File: src/rtl/dcp_arb_if.sv
// DCP arbiter bus: the requester handshakes from the CPU and DVMA, plus the DCP strobe/ready
// signals. master = requester/DCP side, slave = arbiter side.
interface dcp_arb_if;
  logic cpu_rd;
  logic cpu_wr;
  logic cpu_la1;
  logic cpu_ack;
  logic dma_rd;
  logic dma_wr;
  logic dma_la1;
  logic dma_ack;
  logic dcp_rdy;
  logic mas;
  logic mds;
  logic dcp_wr;
  logic owner;
  logic busy;
  logic dcp_err;

  modport master (
    output cpu_rd, cpu_wr, cpu_la1, dma_rd, dma_wr, dma_la1, dcp_rdy,
    input  cpu_ack, dma_ack, mas, mds, dcp_wr, owner, busy, dcp_err
  );

  modport slave (
    input  cpu_rd, cpu_wr, cpu_la1, dma_rd, dma_wr, dma_la1, dcp_rdy,
    output cpu_ack, dma_ack, mas, mds, dcp_wr, owner, busy, dcp_err
  );
endinterface

File: src/rtl/dcp_arb.sv
// DCP port arbiter and strobe sequencer. Grants the port to the CPU or DVMA (round-robin on a
// tie), runs one address (mas) or data (mds) strobe, then returns a one-cycle ack.
module dcp_arb #(
  parameter int unsigned STROBE_CYCLES  = 2,
  parameter int unsigned TIMEOUT_CYCLES = 15
) (
  input logic      clk,
  input logic      sanity,
  dcp_arb_if.slave bus
);

  localparam int unsigned     CntW       = $clog2(TIMEOUT_CYCLES + 1);
  localparam logic [CntW-1:0] StrobeCnt  = CntW'(STROBE_CYCLES);
  localparam logic [CntW-1:0] TimeoutCnt = CntW'(TIMEOUT_CYCLES);
  localparam logic [CntW-1:0] CntOne     = CntW'(1);

  typedef enum logic [2:0] {StIdle, StSetup, StStrobe, StAck, StRecov} state_e;

  state_e          state_q, state_d;
  logic            owner_q, owner_d;   // 0 = CPU, 1 = DVMA
  logic            dir_q, dir_d;       // 1 = write
  logic            addr_q, addr_d;     // 1 = address cycle (mas), 0 = data cycle (mds)
  logic            tmo_q, tmo_d;
  logic            last_q, last_d;     // requester granted last
  logic [CntW-1:0] cnt_q, cnt_d;

  logic cpu_act;
  logic dma_act;
  logic grant_dma;
  logic own_act;

  assign cpu_act = bus.cpu_rd | bus.cpu_wr;
  assign dma_act = bus.dma_rd | bus.dma_wr;
  // On a tie the requester not granted last wins.
  assign grant_dma = (cpu_act & dma_act) ? ~last_q : dma_act;
  assign own_act   = owner_q ? dma_act : cpu_act;

  // State and transaction registers, synchronous reset.
  always_ff @(posedge clk) begin
    if (sanity) begin
      state_q <= StIdle;
      owner_q <= 1'b0;
      dir_q   <= 1'b0;
      addr_q  <= 1'b0;
      tmo_q   <= 1'b0;
      last_q  <= 1'b1;
      cnt_q   <= '0;
    end else begin
      state_q <= state_d;
      owner_q <= owner_d;
      dir_q   <= dir_d;
      addr_q  <= addr_d;
      tmo_q   <= tmo_d;
      last_q  <= last_d;
      cnt_q   <= cnt_d;
    end
  end

  // Next-state logic: grant, strobe timing and recovery.
  always_comb begin
    state_d = state_q;
    owner_d = owner_q;
    dir_d   = dir_q;
    addr_d  = addr_q;
    tmo_d   = tmo_q;
    last_d  = last_q;
    cnt_d   = cnt_q;
    unique case (state_q)
      StIdle: begin
        cnt_d = '0;
        if (cpu_act | dma_act) begin
          owner_d = grant_dma;
          addr_d  = grant_dma ? bus.dma_la1 : bus.cpu_la1;
          // rd and wr both high is a read.
          dir_d   = grant_dma ? (bus.dma_wr & ~bus.dma_rd) : (bus.cpu_wr & ~bus.cpu_rd);
          tmo_d   = 1'b0;
          state_d = StSetup;
        end
      end
      StSetup: begin
        cnt_d   = CntOne;
        state_d = StStrobe;
      end
      StStrobe: begin
        if (cnt_q != '1) cnt_d = cnt_q + CntOne;
        if (addr_q) begin
          if (cnt_q == StrobeCnt) state_d = StAck;
        end else if ((cnt_q >= StrobeCnt) && bus.dcp_rdy) begin
          state_d = StAck;
        end else if (cnt_q == TimeoutCnt) begin
          tmo_d   = 1'b1;
          state_d = StAck;
        end
      end
      StAck: begin
        last_d  = owner_q;
        state_d = StRecov;
      end
      StRecov: begin
        if (!own_act) state_d = StIdle;
      end
      default: state_d = StIdle;
    endcase
  end

  // Outputs decoded from the current state and latched transaction.
  always_comb begin
    bus.busy    = (state_q != StIdle);
    bus.mas     = (state_q == StStrobe) &  addr_q;
    bus.mds     = (state_q == StStrobe) & ~addr_q;
    bus.cpu_ack = (state_q == StAck) & ~owner_q;
    bus.dma_ack = (state_q == StAck) &  owner_q;
    bus.dcp_err = (state_q == StAck) &  tmo_q;
    bus.dcp_wr  = dir_q;
    bus.owner   = owner_q;
  end

endmodule

File: src/flat_wrapper.sv
// flat-port wrapper written by rule: the top's interface ports become plain ports
module dcp_arb_flat 
#(
  parameter int unsigned STROBE_CYCLES  = 2,
  parameter int unsigned TIMEOUT_CYCLES = 15
)
  (clk, sanity, bus_cpu_rd, bus_cpu_wr, bus_cpu_la1, bus_dma_rd, bus_dma_wr, bus_dma_la1, bus_dcp_rdy, bus_cpu_ack, bus_dma_ack, bus_mas, bus_mds, bus_dcp_wr, bus_owner, bus_busy, bus_dcp_err);
  dcp_arb_if bus_i ();
  input logic clk;
  input logic sanity;
  input wire logic [$bits(bus_i.cpu_rd)-1:0] bus_cpu_rd;
  input wire logic [$bits(bus_i.cpu_wr)-1:0] bus_cpu_wr;
  input wire logic [$bits(bus_i.cpu_la1)-1:0] bus_cpu_la1;
  input wire logic [$bits(bus_i.dma_rd)-1:0] bus_dma_rd;
  input wire logic [$bits(bus_i.dma_wr)-1:0] bus_dma_wr;
  input wire logic [$bits(bus_i.dma_la1)-1:0] bus_dma_la1;
  input wire logic [$bits(bus_i.dcp_rdy)-1:0] bus_dcp_rdy;
  output wire logic [$bits(bus_i.cpu_ack)-1:0] bus_cpu_ack;
  output wire logic [$bits(bus_i.dma_ack)-1:0] bus_dma_ack;
  output wire logic [$bits(bus_i.mas)-1:0] bus_mas;
  output wire logic [$bits(bus_i.mds)-1:0] bus_mds;
  output wire logic [$bits(bus_i.dcp_wr)-1:0] bus_dcp_wr;
  output wire logic [$bits(bus_i.owner)-1:0] bus_owner;
  output wire logic [$bits(bus_i.busy)-1:0] bus_busy;
  output wire logic [$bits(bus_i.dcp_err)-1:0] bus_dcp_err;
  assign bus_i.cpu_rd = bus_cpu_rd;
  assign bus_i.cpu_wr = bus_cpu_wr;
  assign bus_i.cpu_la1 = bus_cpu_la1;
  assign bus_i.dma_rd = bus_dma_rd;
  assign bus_i.dma_wr = bus_dma_wr;
  assign bus_i.dma_la1 = bus_dma_la1;
  assign bus_i.dcp_rdy = bus_dcp_rdy;
  assign bus_cpu_ack = bus_i.cpu_ack;
  assign bus_dma_ack = bus_i.dma_ack;
  assign bus_mas = bus_i.mas;
  assign bus_mds = bus_i.mds;
  assign bus_dcp_wr = bus_i.dcp_wr;
  assign bus_owner = bus_i.owner;
  assign bus_busy = bus_i.busy;
  assign bus_dcp_err = bus_i.dcp_err;
  dcp_arb #(.STROBE_CYCLES(STROBE_CYCLES), .TIMEOUT_CYCLES(TIMEOUT_CYCLES)) u_core (.clk(clk), .sanity(sanity), .bus(bus_i));
endmodule
File: config.mk
export PLATFORM = sky130hd
export DESIGN_NAME = dcp_arb_flat
export DESIGN_NICKNAME = d
export VERILOG_FILES = /design/src/rtl/dcp_arb_if.sv /design/src/rtl/dcp_arb.sv /design/src/flat_wrapper.sv
export SDC_FILE = /design/constraint.sdc
export NUM_CORES = 1
export LEC_CHECK = 0
export BUFFER_PORTS_ARGS = -buffer_cell sky130_fd_sc_hd__buf_2
export CAP_MARGIN = 20
export CELL_PAD_IN_SITES_DETAIL_PLACEMENT = 0
export CELL_PAD_IN_SITES_GLOBAL_PLACEMENT = 2
export CORE_UTILIZATION = 27
export CTS_BUF_LIST = sky130_fd_sc_hd__clkbuf_8
export CTS_CLUSTER_SIZE = 12
export DETAILED_ROUTE_END_ITERATION = 8
export PLACE_DENSITY_LB_ADDON = 0.08
export SLEW_MARGIN = 25
export SYNTH_ARGS = -nofsm -noshare
export SYNTH_HDL_FRONTEND = slang
export SYNTH_SLANG_ARGS = --single-unit
File: constraint.sdc
create_clock -name clk -period 1.4 [get_ports clk]
set_input_delay 0.42 -clock clk [delete_from_list [all_inputs] [get_ports clk]]
set_output_delay 0.42 -clock clk [all_outputs]
set_load 0.02 [all_outputs]
==> impl_metrics.json <==
{
  "outcome": "complete, but fails checks",
  "violations": "setup timing",
  "numCtsBuffers": 3,
  "maxSlewViolCount": 0,
  "seq_area_um2": 251.5,
  "final_cell_area_mm2": 0.001220,
  "setup_slack_ps": -171.0,
  "grt_pass1_wl_mm": 3.332,
  "power_density_mw_per_mm2": 1741,
  "synthAdderAreaFrac_pct": 3.636,
  "async_flop_share_pct": 0,
  "place_area_um2": 959.7,
  "drc": 0,
  "nFillCells": 213,
  "ctsHoldBuffers": 0,
  "ys_ff_latch": 12,
  "ir_drop_uv": 1043,
  "cp.buffers_inverters": 1,
  "crit_required_ps": 980,
  "drive_gt1_share_pct": 57.78,
  "start_util_pct": 29.96,
  "grt_antenna_before_repair": 0,
  "vias": 773,
  "place_congestion": 0.7258,
  "rsz0062_at_grt": "yes",
  "cts_tree": "built",
  "synth_warnings": 0,
  "die_y_um": 52.49,
  "worstPathArrival_ps": 1150,
  "clk_pin_slew_ps": 50,
  "synth-simple-area-share_pct": 30.73,
  "end_kind": "primary output",
  "pre_cts_slack_ps": -201.5,
  "fin_crit_sh_pct": 112.2,
  "clock_sinks": 12,
  "synth_cell_types": 34,
  "area_growth_syn_to_layout_pct": 77.27,
  "fp.dieW_um": 52.49,
  "grt_pass1_vias": 770,
  "drt_iter0_drc": 7,
  "syn_inst": 86,
  "path_cells": "nand3b_1 -> nor2_1 -> buf_4",
  "synth_top_family_by_area": "simple AND/OR/NAND/NOR gates",
  "crit_path_max_incr_delay_ps": 340,
  "htree_levels": 1,
  "hpwl_mm": 1.457,
  "p_leak_uw": 0.0005290,
  "cts-root-buf": "clkbuf_8",
  "seq_area_frac_synth_pct": 34.91,
  "start_kind": "register",
  "boundaryPins": 17,
  "rows": 17,
  "cap_violations": 0,
  "drtPass1Iterations": 4,
  "multiInputGateArea_um2": 515.5,
  "grt_usage_pct": 17.28,
  "coreArea_mm2": 0.002297,
  "min_path_type": "register to register",
  "critical_path_class": "register to primary output",
  "worstMarginPinSlew_ps": 321.1,
  "syn_avg_cell_area_um2": 8.002,
  "period_needed_ps": 1571,
  "synth_compound_area_share_pct": 22.73,
  "gr-total-overflow": 0,
  "syn_area_um2": 688.2,
  "clockBufferDepth": 2,
  "synth_flop_cell": "dfxtp_1",
  "setup_viol": 8,
  "final_nets": 148,
  "dieArea_mm2": 0.002755,
  "synth_edf_count": 0,
  "synth_xor_area_share_pct": 2.545,
  "ant_nets": 0,
  "hold_viol_final": 0,
  "grt_max_degree": 10,
  "diodes": 0,
  "path_max_fanout": 4,
  "wire_per_inst_um": 12.63,
  "synth_fp_nets": 97,
  "relSlewSlack_pct": 78.37,
  "portBuffers": 16,
  "fin_skew_ps": 5.949,
  "via_per_inst": 4.742,
  "crit_family": "simple AND/OR/NAND/NOR gates",
  "crit_slowest_cell": "dfxtp_2",
  "drt_wl_total_mm": 2.059,
  "clock_latency_ps": 250,
  "fmax_mhz": 636.5,
  "yosys-mux-area-fraction_pct": 1.455
}
[cells in the final DEF (no fill, tap or decap), types with 2 or more instances in the layout]
| cell type | synthesis | routed |
|---|---|---|
| nand2_1 | 6 | 5 |
| nor3_1 | 2 | 2 |
| nand3_1 | 4 | 2 |
| nor2_1 | 13 | 12 |
| dfxtp_1 | 12 | 7 |
| a21oi_1 | 7 | 6 |
| a211oi_2 | 1 | 2 |
| inv_1 | 4 | 3 |
| nand3_4 | 0 | 2 |
| nand4_1 | 2 | 2 |
| a21o_1 | 2 | 2 |
| buf_6 | 0 | 5 |
| dfxtp_2 | 0 | 3 |
| buf_2 | 1 | 10 |
| or4_4 | 1 | 3 |
| o21ai_0 | 6 | 5 |
| buf_4 | 0 | 34 |
| clkbuf_8 | 0 | 3 |
| ha_4 | 0 | 2 |
| dfxtp_4 | 0 | 2 |
[report_power, final]
group / switching, uW / internal, uW
Sequential: 108 / 455
Clock: 134 / 190
Combinational: 579 / 657
Total: 821 / 1300
[what timing repair did]
action,in CTS,in global routing
gates resized for setup,26,10
endpoints found under the hold margin,0,0
endpoints found under the setup margin,10,12
setup buffers,7,4
pin swaps,11,10
[kinds of logic (layout without fill, tap and decap cells)]
family,count (synthesis),after routing
buffers and inverters,7,56
AO/OA/AOI/OAI,24,24
flip-flops,12,12
AND/OR/NAND/NOR,38,38
adder cells (fa/ha/maj),2,2
multiplexers,1,1
XOR/XNOR,2,2
[through the flow]
step                      hold WS (ps)  instances  util (%)  power, uW  TNS (ps)
final                            498.0        163     53.10       2124    -741.8
after global routing             516.4        163     53.10       2274     -1231
after CTS                        497.5        159     49.51       1979    -903.3
after detailed placement         491.4        149     41.78       1434    -850.1
after global placement           479.7        149     41.78       1449    -707.6
after floorplan                  466.3         86         -       1101    -42.56
[worst min-delay path: stages (launching register included)]
cell	delay, ps
dfxtp_1	320
o32ai_2	90
nor2_1	50
[worst paths after layout]
check                    start           endpoint  slack, ps  cells after the start
min          u_core.bus.dcp_wr  u_core.bus.dcp_wr        500                      2
max reg2reg  u_core.state_q[2]      u_core.last_q        -10                      5
min reg2reg  u_core.bus.dcp_wr  u_core.bus.dcp_wr        500                      2
max          u_core.state_q[2]        bus_cpu_ack       -170                      3
[sequential cells by signal, indices dropped and copies added, names as in the netlist]
name,count
u_core.addr_q,1
u_core.bus.owner,1
u_core.tmo_q,1
u_core.last_q,1
u_core.cnt_q,4
u_core.bus.dcp_wr,1
u_core.state_q,3
[Yosys cell counts, types with 2 or more instances]
master,instances,area [um2]
nor2_1,13,48.80
dfxtp_1,12,240.2
a21oi_1,7,35.03
nand2_1,6,22.52
o21ai_0,6,30.03
inv_1,4,15.01
nand3_1,4,20.02
a211oi_1,2,15.01
a21o_1,2,15.01
clkbuf_1,2,7.510
ha_1,2,25.02
nand4_1,2,12.51
nor3_1,2,10.01
or4_1,2,15.01
[final cells by class]
class	instances	share of cell area (%)
tap	28	2.872
sequential	12	20.62
timing repair buffer	49	29.64
multi-input combinational	67	42.26
clock buffer	3	3.385
inverter	4	1.231
[routing by layer]
| metal | track usage [%] | vias up | routed length (um) |
|---|---|---|---|
| met5 | 0 | - | 0 |
| met4 | 7.895 | 0 | 35 |
| met3 | 6.087 | 5 | 79 |
| met2 | 28.27 | 14 | 1000 |
| met1 | 19.90 | 343 | 944 |
| li1 | - | 411 | - |
No activity file was read; power rests on OpenSTA's default activity.
